### src/rtl/p2s_word_arbiter.sv
// p2s_word_arbiter: shares one wide-word parallel-to-serial serializer among NUM_REQ requesters.
// Build option: define P2S_ARB_FIXED_PRIO_EN for fixed lowest-index priority instead of round-robin.
module p2s_word_arbiter #(
  parameter int NUM_REQ = 3,
  parameter int P_WIDTH = 24,
  parameter int TIMEOUT = 15
) (
  input  logic                         clk,
  input  logic                         rst,
  input  logic [NUM_REQ-1:0]           req,
  input  logic [NUM_REQ*P_WIDTH-1:0]   req_data,
  output logic [NUM_REQ-1:0]           ack,
  output logic                         p2s_load,
  output logic [P_WIDTH-1:0]           p2s_data,
  input  logic                         p2s_busy,
  output logic [$clog2(NUM_REQ)-1:0]   grant_id,
  output logic                         active,
  output logic                         err
);

  localparam int IDW = $clog2(NUM_REQ);
  localparam int CW  = $clog2(TIMEOUT + 1);
  localparam logic [CW-1:0] CNT_LAST = CW'(TIMEOUT - 2);

  typedef enum logic [1:0] {IDLE, LOAD, WAIT_BUSY, WAIT_DONE} state_t;

  state_t               state, state_next;
  logic [CW-1:0]        cnt, cnt_next;
  logic                 load_next, err_next, found;
  logic [P_WIDTH-1:0]   data_next, winner_word;
  logic [IDW-1:0]       gid_next, winner;
  logic [IDW:0]         idx;
  logic [NUM_REQ-1:0]   ack_next;
`ifndef P2S_ARB_FIXED_PRIO_EN
  logic [IDW-1:0]       ptr, ptr_next;
`endif

  // Winner search: upward from ptr with wrap-around, or from index 0 in the fixed-priority build.
  always_comb begin
    found       = 1'b0;
    winner      = '0;
    idx         = '0;
    winner_word = '0;
    for (int k = 0; k < NUM_REQ; k++) begin
`ifdef P2S_ARB_FIXED_PRIO_EN
      idx = (IDW+1)'(k);
`else
      idx = {1'b0, ptr} + (IDW+1)'(k);
      if (idx >= (IDW+1)'(NUM_REQ)) idx = idx - (IDW+1)'(NUM_REQ);
`endif
      if (!found && req[idx[IDW-1:0]]) begin
        found  = 1'b1;
        winner = idx[IDW-1:0];
      end
    end
    for (int j = 0; j < NUM_REQ; j++)
      if (winner == IDW'(j)) winner_word = req_data[j*P_WIDTH +: P_WIDTH];
  end

  always_comb begin
    state_next = state;
    cnt_next   = cnt;
    load_next  = 1'b0;
    err_next   = 1'b0;
    ack_next   = '0;
    data_next  = p2s_data;
    gid_next   = grant_id;
`ifndef P2S_ARB_FIXED_PRIO_EN
    ptr_next   = ptr;
`endif
    unique case (state)
      // The ack cycle is skipped: the acked source still shows its old request level then.
      IDLE: begin
        if (found && !p2s_busy && ack == '0) begin
          state_next = LOAD;
          load_next  = 1'b1;
          data_next  = winner_word;
          gid_next   = winner;
        end
      end
      LOAD: begin
        cnt_next   = '0;
        state_next = WAIT_BUSY;
      end
      WAIT_BUSY: begin
        if (p2s_busy) begin
          state_next = WAIT_DONE;
        end else begin
          cnt_next = cnt + 1'b1;
          if (cnt == CNT_LAST) begin
            err_next   = 1'b1;
            state_next = IDLE;
          end
        end
      end
      WAIT_DONE: begin
        if (!p2s_busy) begin
          ack_next[grant_id] = 1'b1;
`ifndef P2S_ARB_FIXED_PRIO_EN
          ptr_next = (grant_id == IDW'(NUM_REQ - 1)) ? '0 : grant_id + 1'b1;
`endif
          state_next = IDLE;
        end
      end
      default: state_next = IDLE;
    endcase
  end

  always_ff @(posedge clk) begin
    if (rst) begin
      state    <= IDLE;
      cnt      <= '0;
      p2s_load <= 1'b0;
      p2s_data <= '0;
      grant_id <= '0;
      ack      <= '0;
      err      <= 1'b0;
`ifndef P2S_ARB_FIXED_PRIO_EN
      ptr      <= '0;
`endif
    end else begin
      state    <= state_next;
      cnt      <= cnt_next;
      p2s_load <= load_next;
      p2s_data <= data_next;
      grant_id <= gid_next;
      ack      <= ack_next;
      err      <= err_next;
`ifndef P2S_ARB_FIXED_PRIO_EN
      ptr      <= ptr_next;
`endif
    end
  end

  assign active = (state != IDLE);

endmodule

### config.mk
export PLATFORM = sky130hd
export DESIGN_NAME = p2s_word_arbiter
export DESIGN_NICKNAME = d
export VERILOG_FILES = /design/src/rtl/p2s_word_arbiter.sv
export SDC_FILE = /design/constraint.sdc
export NUM_CORES = 1
export LEC_CHECK = 0
export ABC_AREA = 1
export BUFFER_PORTS_ARGS = -buffer_cell sky130_fd_sc_hd__buf_4
export CELL_PAD_IN_SITES_DETAIL_PLACEMENT = 1
export CELL_PAD_IN_SITES_GLOBAL_PLACEMENT = 1
export CORE_AREA = 2 2 91 93
export DETAILED_ROUTE_END_ITERATION = 10
export DIE_AREA = 0 0 93 95
export PLACE_DENSITY = 0.83
export RECOVER_POWER = 25
export REMOVE_ABC_BUFFERS = 1
export SETUP_SLACK_MARGIN = 0.2
export SYNTH_ARGS = -nofsm -noshare
export SYNTH_HDL_FRONTEND = slang
export SYNTH_SLANG_ARGS = --single-unit
### constraint.sdc
create_clock -name clk -period 4.2 [get_ports clk]
set_input_delay 0.63 -clock clk [delete_from_list [all_inputs] [get_ports clk]]
set_output_delay 0.63 -clock clk [all_outputs]
set_load 0.02 [all_outputs]
==> impl_metrics.env, run 1 <==
export IMPL_status="complete, no violations"
export IMPL_period_share_pct=71.1
export IMPL_irDropWorstVdd_mv=0.135
export IMPL_critical_path_top_delay_family="simple AND/OR/NAND/NOR gates"
export IMPL_wl_um=7820
export IMPL_grt_max_degree=44
export IMPL_final_setup_viol_count=0
export IMPL_layoutNonFillerInstCount=551
export IMPL_final_hold_viol_count=0
export IMPL_worstMarginPinSlew_ns=1.15
export IMPL_vias=2619
export IMPL_slew_viol_final=0
export IMPL_synthArstFlopShare_pct=0
export IMPL_multiInputGateArea_um2=1230
export IMPL_cts_resized_gates=0
export IMPL_critical_path_peak_fanout=25
export IMPL_yosysUniqueCellTypes=30
export IMPL_dr_first_iter_drc_count=93
export IMPL_area_growth_pct=37.4
export IMPL_startpoint_type="flip-flop"
export IMPL_clkSinkCount=39
export IMPL_antenna_found_initial=0
export IMPL_post_route_min_period_ns=2.99
export IMPL_clk_pin_slew_ns=0.08
export IMPL_core_um2=7930
export IMPL_syn_cell_area_um2=2290
export IMPL_grt_pass1_vias=2598
export IMPL_yosysTopAreaCellShare_pct=34.1
export IMPL_path_cells="inv_1 > ha_1 > inv_2 > nand2_1 > nand2_1 > a21oi_4 > nand4_2 > nand2_2 > nand2_1 > nand3_1 > nand2_1 > a21oi_1"
export IMPL_die_x_um=93
export IMPL_regArea_um2=781
export IMPL_cts_setup_buffers=0
export IMPL_dp_hpwl_um=5900
export IMPL_p_leak_nw=1.55
export IMPL_drc=0
export IMPL_synthTopCellsByCount="nand2_1, nand3_1, a21oi_1, inv_1, dfxtp_1"
export IMPL_fin_setup_tns_ns=0
export IMPL_synth_edf_count=0
export IMPL_cts_tree="yes"
export IMPL_synth_most_common_cell="nand2_1"
export IMPL_viasPerCell=4.75
export IMPL_grt_use_total_pct=17.6
export IMPL_synth_flop_cell="dfxtp_1"
export IMPL_critical_path_required_ns=4.41
export IMPL_initial_core_util_pct=28.9
export IMPL_yosysSeqAreaShare_pct=34.1
export IMPL_final_nets=529
export IMPL_drv_cap=0
export IMPL_io_buffers=109
export IMPL_io_pins=110
export IMPL_yosys_area_top_type="dfxtp_1"
export IMPL_firstDrtPassIters=4
export IMPL_row_count=33
export IMPL_grt_pass1_wl_um=12500
export IMPL_clock_fmax_mhz=335
export IMPL_relSlewSlack_pct=23.2
export IMPL_worstPathArrival_ns=3.19
export IMPL_final_layout_size_suffix_gt1_share_pct=25.3
export IMPL_worst_path_buf_inv=2
export IMPL_clock_skew_ns=0.00301
export IMPL_num_fill_cells=1083
export IMPL_cts_buffer_depth=2
export IMPL_yosysWarningCount=0
export IMPL_crit_path_end_kind="flip-flop"
export IMPL_synthCells=348
export IMPL_synthTopCellsByArea="dfxtp_1, nand2_1, nand3_1, a21oi_1, inv_1"
export IMPL_cpPeakStageDelay_ns=0.69
export IMPL_cts_root_buf="clkbuf_8"
export IMPL_gp_congestion=0.745
export IMPL_drtAntennaViolNets=0
export IMPL_die_area_um2=8840
export IMPL_rsz0062_at_grt="false"
export IMPL_die_y_um=95
export IMPL_power_density_nw_per_um2=339
export IMPL_reg2reg_slack_ns=1.21
export IMPL_synth_seq_cells=39
export IMPL_worstSkewPairLatency_ns=0.29
export IMPL_cp_common_cell="nand2_1"
export IMPL_diodes=0
export IMPL_hold_path_class="flip-flop to flip-flop"
export IMPL_cts_buffers=5
export IMPL_path_class="flip-flop to flip-flop"
export IMPL_crit_slowest_cell="nand2_2"
export IMPL_dp_cells=543
export IMPL_avgSynthCellArea_um2=6.58
export IMPL_wl_per_cell_um=14.2
export IMPL_ctsHoldBuffers=0
export IMPL_overflow=0
export IMPL_cts_max_level=2
## flip-flops by register name (all words and copies together) (netlist names)
register / cells
err: 1
ptr: 2
state: 2
p2s_load: 1
p2s_data: 24
ack: 3
grant_id: 2
cnt: 4
## cell families after synthesis
kind of cell / Yosys count / synth area share (%)
buffers and inverters: 64 / 12.3
flip-flops: 39 / 34.1
adder cells (fa/ha/maj): 6 / 3.28
AO/OA/AOI/OAI: 61 / 15.1
AND/OR/NAND/NOR: 178 / 35.1
## layout make-up
cell class	count	area share, %
clock buffers	7	2.43
clock inverters	1	0.159
inverters	45	5.37
multi-input cells	245	39.0
flip-flops and latches	39	24.8
well taps	105	4.17
repair buffers	109	24.1
## stage by stage
step                hold WS [ns]  instance area, um2  power [mW]  setup WS, ns  utilization, %
floorplan                  0.433                2180       0.661          1.99               -
global placement           0.454                3130       0.829          1.34            39.4
detailed placement         0.459                3130       0.844          1.20            39.4
CTS                        0.470                3210        1.09          1.17            40.5
global route               0.495                3150        1.14         0.868            39.7
finish                     0.466                3150        1.07          1.21            39.7
## worst register-to-register path, stage by stage, from the launching register on
cell	delay, ns
dfxtp_1	0.36
inv_1	0.09
ha_1	0.38
inv_2	0.08
nand2_1	0.07
nand2_1	0.08
a21oi_4	0.20
nand4_2	0.53
nand2_2	0.70
nand2_1	0.12
nand3_1	0.12
nand2_1	0.07
a21oi_1	0.12
## power by group
group | internal (mW) | switching, mW
sequential | 0.410 | 0.0260
clock | 0.117 | 0.132
combinational | 0.151 | 0.231
## path summary, 6_finish.rpt
check | from | end | depth (start not counted)
max | ptr[0] | p2s_data[15] | 12
min | p2s_data[10] | p2s_data[10] | 2
min reg2reg | p2s_data[10] | p2s_data[10] | 2
max reg2reg | ptr[0] | p2s_data[15] | 12
## layer usage
metal	vias up	routed length, um	track usage [%]
met1	1213	3440	21.7
met4	0	110	4.66
li1	1325	-	-
met5	-	0	0
met3	11	394	3.83
met2	70	3870	31.0
## cells in the final DEF, fill, tap and decap left out, types with 5 or more instances in the layout
master / Yosys / routed
a21oi_1: 44 / 44
buf_4: 5 / 93
clkbuf_1: 4 / 18
clkbuf_8: 0 / 5
dfxtp_1: 39 / 39
ha_1: 6 / 6
inv_1: 41 / 41
nand2_1: 95 / 95
nand3_1: 51 / 51
nand4_1: 7 / 7
nor2_1: 10 / 10
o21ai_0: 6 / 6
(Power assumes the default switching activity.)
==> inputs of run 2 (changes only) <==
ABC_AREA = 0   (was 1)
CORE_AREA = 2 2 90 92   (was 2 2 91 93)
DIE_AREA = 0 0 92 94   (was 0 0 93 95)
PLACE_DENSITY = 0.82   (was 0.83)
clock period = 2.5 ns   (was 4.2 ns; I/O delays follow)
==> run 2 against run 1 <==
Core utilization is 3.7 points higher. Non-clock buffer count up 7. Critical path depth is 3 lower. Global-route usage shrank 0.41 points. Synthesized cell count fell by 30%. Setup slack got worse by 0.90 ns. First-iteration DRC count is 25% lower. Critical path type unchanged. Area after synthesis decreased by 1.9%.
==> impl_metrics.env, run 2 <==
export IMPL_status="complete, no violations"
export IMPL_synth_most_common_cell="dfxtp_1"
export IMPL_vias=2293
export IMPL_path_cells="inv_1 > ha_4 > nor2b_2 > o21a_1 > a21oi_2 > nor3_4 > clkbuf_16 > mux2i_1 > o221ai_2"
export IMPL_layoutNonFillerInstCount=450
export IMPL_power_density_nw_per_um2=483
export IMPL_post_route_util_pct=43.4
export IMPL_gp_congestion=0.786
export IMPL_relSlewSlack_pct=63.7
export IMPL_dp_cells=441
export IMPL_final_setup_viol_count=0
export IMPL_initial_core_util_pct=29.5
export IMPL_io_pins=110
export IMPL_wl_um=7410
export IMPL_wl_per_cell_um=16.5
export IMPL_cts_buffer_depth=2
export IMPL_antenna_found_initial=0
export IMPL_firstDrtPassIters=6
export IMPL_slew_viol_final=0
export IMPL_avgSynthCellArea_um2=9.28
export IMPL_area_growth_pct=47.1
export IMPL_hold_path_class="input pin to flip-flop"
export IMPL_synthCells=242
export IMPL_clock_skew_ns=0.00430
export IMPL_dp_hpwl_um=5470
export IMPL_crit_slowest_cell="dfxtp_2"
export IMPL_synthArstFlopShare_pct=0
export IMPL_synth_seq_cells=39
export IMPL_period_share_pct=87.3
export IMPL_wl_met2_um=3680
export IMPL_syn_cell_area_um2=2250
export IMPL_largest_register="p2s_data"
export IMPL_synthTopCellsByCount="dfxtp_1, nand2_1, mux2i_1, nand3_1, nor2_1"
export IMPL_largest_register_ffs=24
export IMPL_die_y_um=94
export IMPL_dr_first_iter_drc_count=70
export IMPL_critical_path_top_delay_family="simple AND/OR/NAND/NOR gates"
export IMPL_cts_max_level=2
export IMPL_yosys_area_top_type="dfxtp_1"
export IMPL_clkSinkCount=39
export IMPL_drc=0
export IMPL_synth_flop_cell="dfxtp_1"
export IMPL_placed_area_um2=3170
export IMPL_core_um2=7610
export IMPL_grt_use_total_pct=17.2
export IMPL_grt_pass1_vias=2432
export IMPL_route_met3_wl_um=498
export IMPL_diodes=0
export IMPL_final_nets=432
export IMPL_crit_path_end_kind="flip-flop"
export IMPL_yosysUniqueCellTypes=45
export IMPL_cts_buffers=5
export IMPL_clk_pin_slew_ns=0.07
export IMPL_critical_path_peak_fanout=12
export IMPL_die_area_um2=8650
export IMPL_post_route_min_period_ns=2.18
export IMPL_yosysTopAreaCellShare_pct=34.8
export IMPL_grt_max_degree=28
export IMPL_cts_tree="yes"
export IMPL_drtAntennaViolNets=0
export IMPL_synthTopCellsByArea="dfxtp_1, mux2i_1, o221ai_2, nand3_1, nand2_1"
export IMPL_irDropWorstVdd_mv=0.177
export IMPL_highest_layer="met4"
export IMPL_cts_root_buf="clkbuf_8"
export IMPL_pre_cts_slack_ns=0.0494
export IMPL_mostFrequentLayoutCells="buf_4, dfxtp_1, nand2_1"
export IMPL_final_layout_size_suffix_gt1_share_pct=39.9
export IMPL_worst_path_buf_inv=2
export IMPL_synth_edf_count=0
export IMPL_fin_setup_tns_ns=0
export IMPL_clock_fmax_mhz=458
export IMPL_viasPerCell=5.10
export IMPL_io_buffers=109
export IMPL_row_count=32
export IMPL_yosysWarningCount=0
export IMPL_p_leak_nw=1.30
export IMPL_rsz0062_at_grt="false"
export IMPL_overflow=0
export IMPL_finalPower_mw=1.60
export IMPL_fin_ws_ns=0.316
export IMPL_drv_cap=0
export IMPL_worstMarginPinSlew_ns=0.544
export IMPL_reg_top3="p2s_data (24), cnt (4), ack (3)"
export IMPL_yosysSeqAreaShare_pct=34.8
export IMPL_critical_path_required_ns=2.67
export IMPL_hold_slack_ns=0.312
export IMPL_design_area_um2=3300
export IMPL_grt_pass1_wl_um=11900
export IMPL_final_hold_viol_count=0
export IMPL_startpoint_type="flip-flop"
export IMPL_worstPathArrival_ns=2.35
export IMPL_die_x_um=92
export IMPL_cpPeakStageDelay_ns=0.37
export IMPL_path_class="flip-flop to flip-flop"
export IMPL_wl_met1_um=3170
export IMPL_worstSkewPairLatency_ns=0.28
export IMPL_layout_commonest_cell="buf_4"
[run 2: changes by cell type after synthesis, moves of 7 or more]
cell	change
nand2_1	-69
a21oi_1	-41
inv_1	-31
nand3_1	-31
mux2i_1	+24
o221ai_2	+12
o211ai_1	+7
[run 2: final cells by class]
class / instances / area [um2]
Clock buffer: 6 / 82.6
Clock inverter: 1 / 5.00
Fill cell: 952 / 4300
Inverter: 11 / 41.3
Multi-Input combinational cell: 175 / 1390
Sequential cell: 39 / 783
Tap cell: 102 / 128
Timing Repair Buffer: 116 / 875
[run 2: worst reg2reg max path, delay by kind of cell, from the launching register on]
kind / cells / cell delay [ns]
AND/OR/NAND/NOR: 2 / 0.47
flip-flops: 1 / 0.37
AO/OA/AOI/OAI: 3 / 0.35
buffers and inverters: 2 / 0.33
adder cells (fa/ha/maj): 1 / 0.31
multiplexers: 1 / 0.24
[run 2: worst paths after layout]
kind	start	to	slack, ns	depth (start not counted)
max	ptr[0]	p2s_data[12]	0.32	9
min	req_data[54]	p2s_data[6]	0.31	3
max reg2reg	ptr[0]	p2s_data[12]	0.32	9
min reg2reg	p2s_data[22]	p2s_data[22]	0.49	2
[run 2: cell families after synthesis]
family	count (synthesis)	synth area share [%]
fa+ha+maj	6	3.34
compound gates	60	25.3
flops	39	34.8
mux	24	10.7
buf+inv	28	6.07
simple gates	85	19.8
[run 2: power breakdown]
part           total [mW]  switching, mW  internal, mW
logic               0.461          0.239         0.221
clock network       0.432          0.215         0.217
registers           0.703         0.0365         0.666
total                1.60          0.491          1.10
[run 2: what timing repair did]
action	CTS	global route
buffers inserted	1	0
endpoints found under the hold margin	0	0
setup endpoints to repair	22	27
cloned	0	1
hold buffers	0	0
pin swaps	1	1
gates resized for setup	2	12
[run 2: per-layer routing]
metal,track usage (%),up-vias
met4,2.99,0
met2,30.9,74
met3,5.54,4
li1,-,1123
met1,20.2,1092
met5,0,-
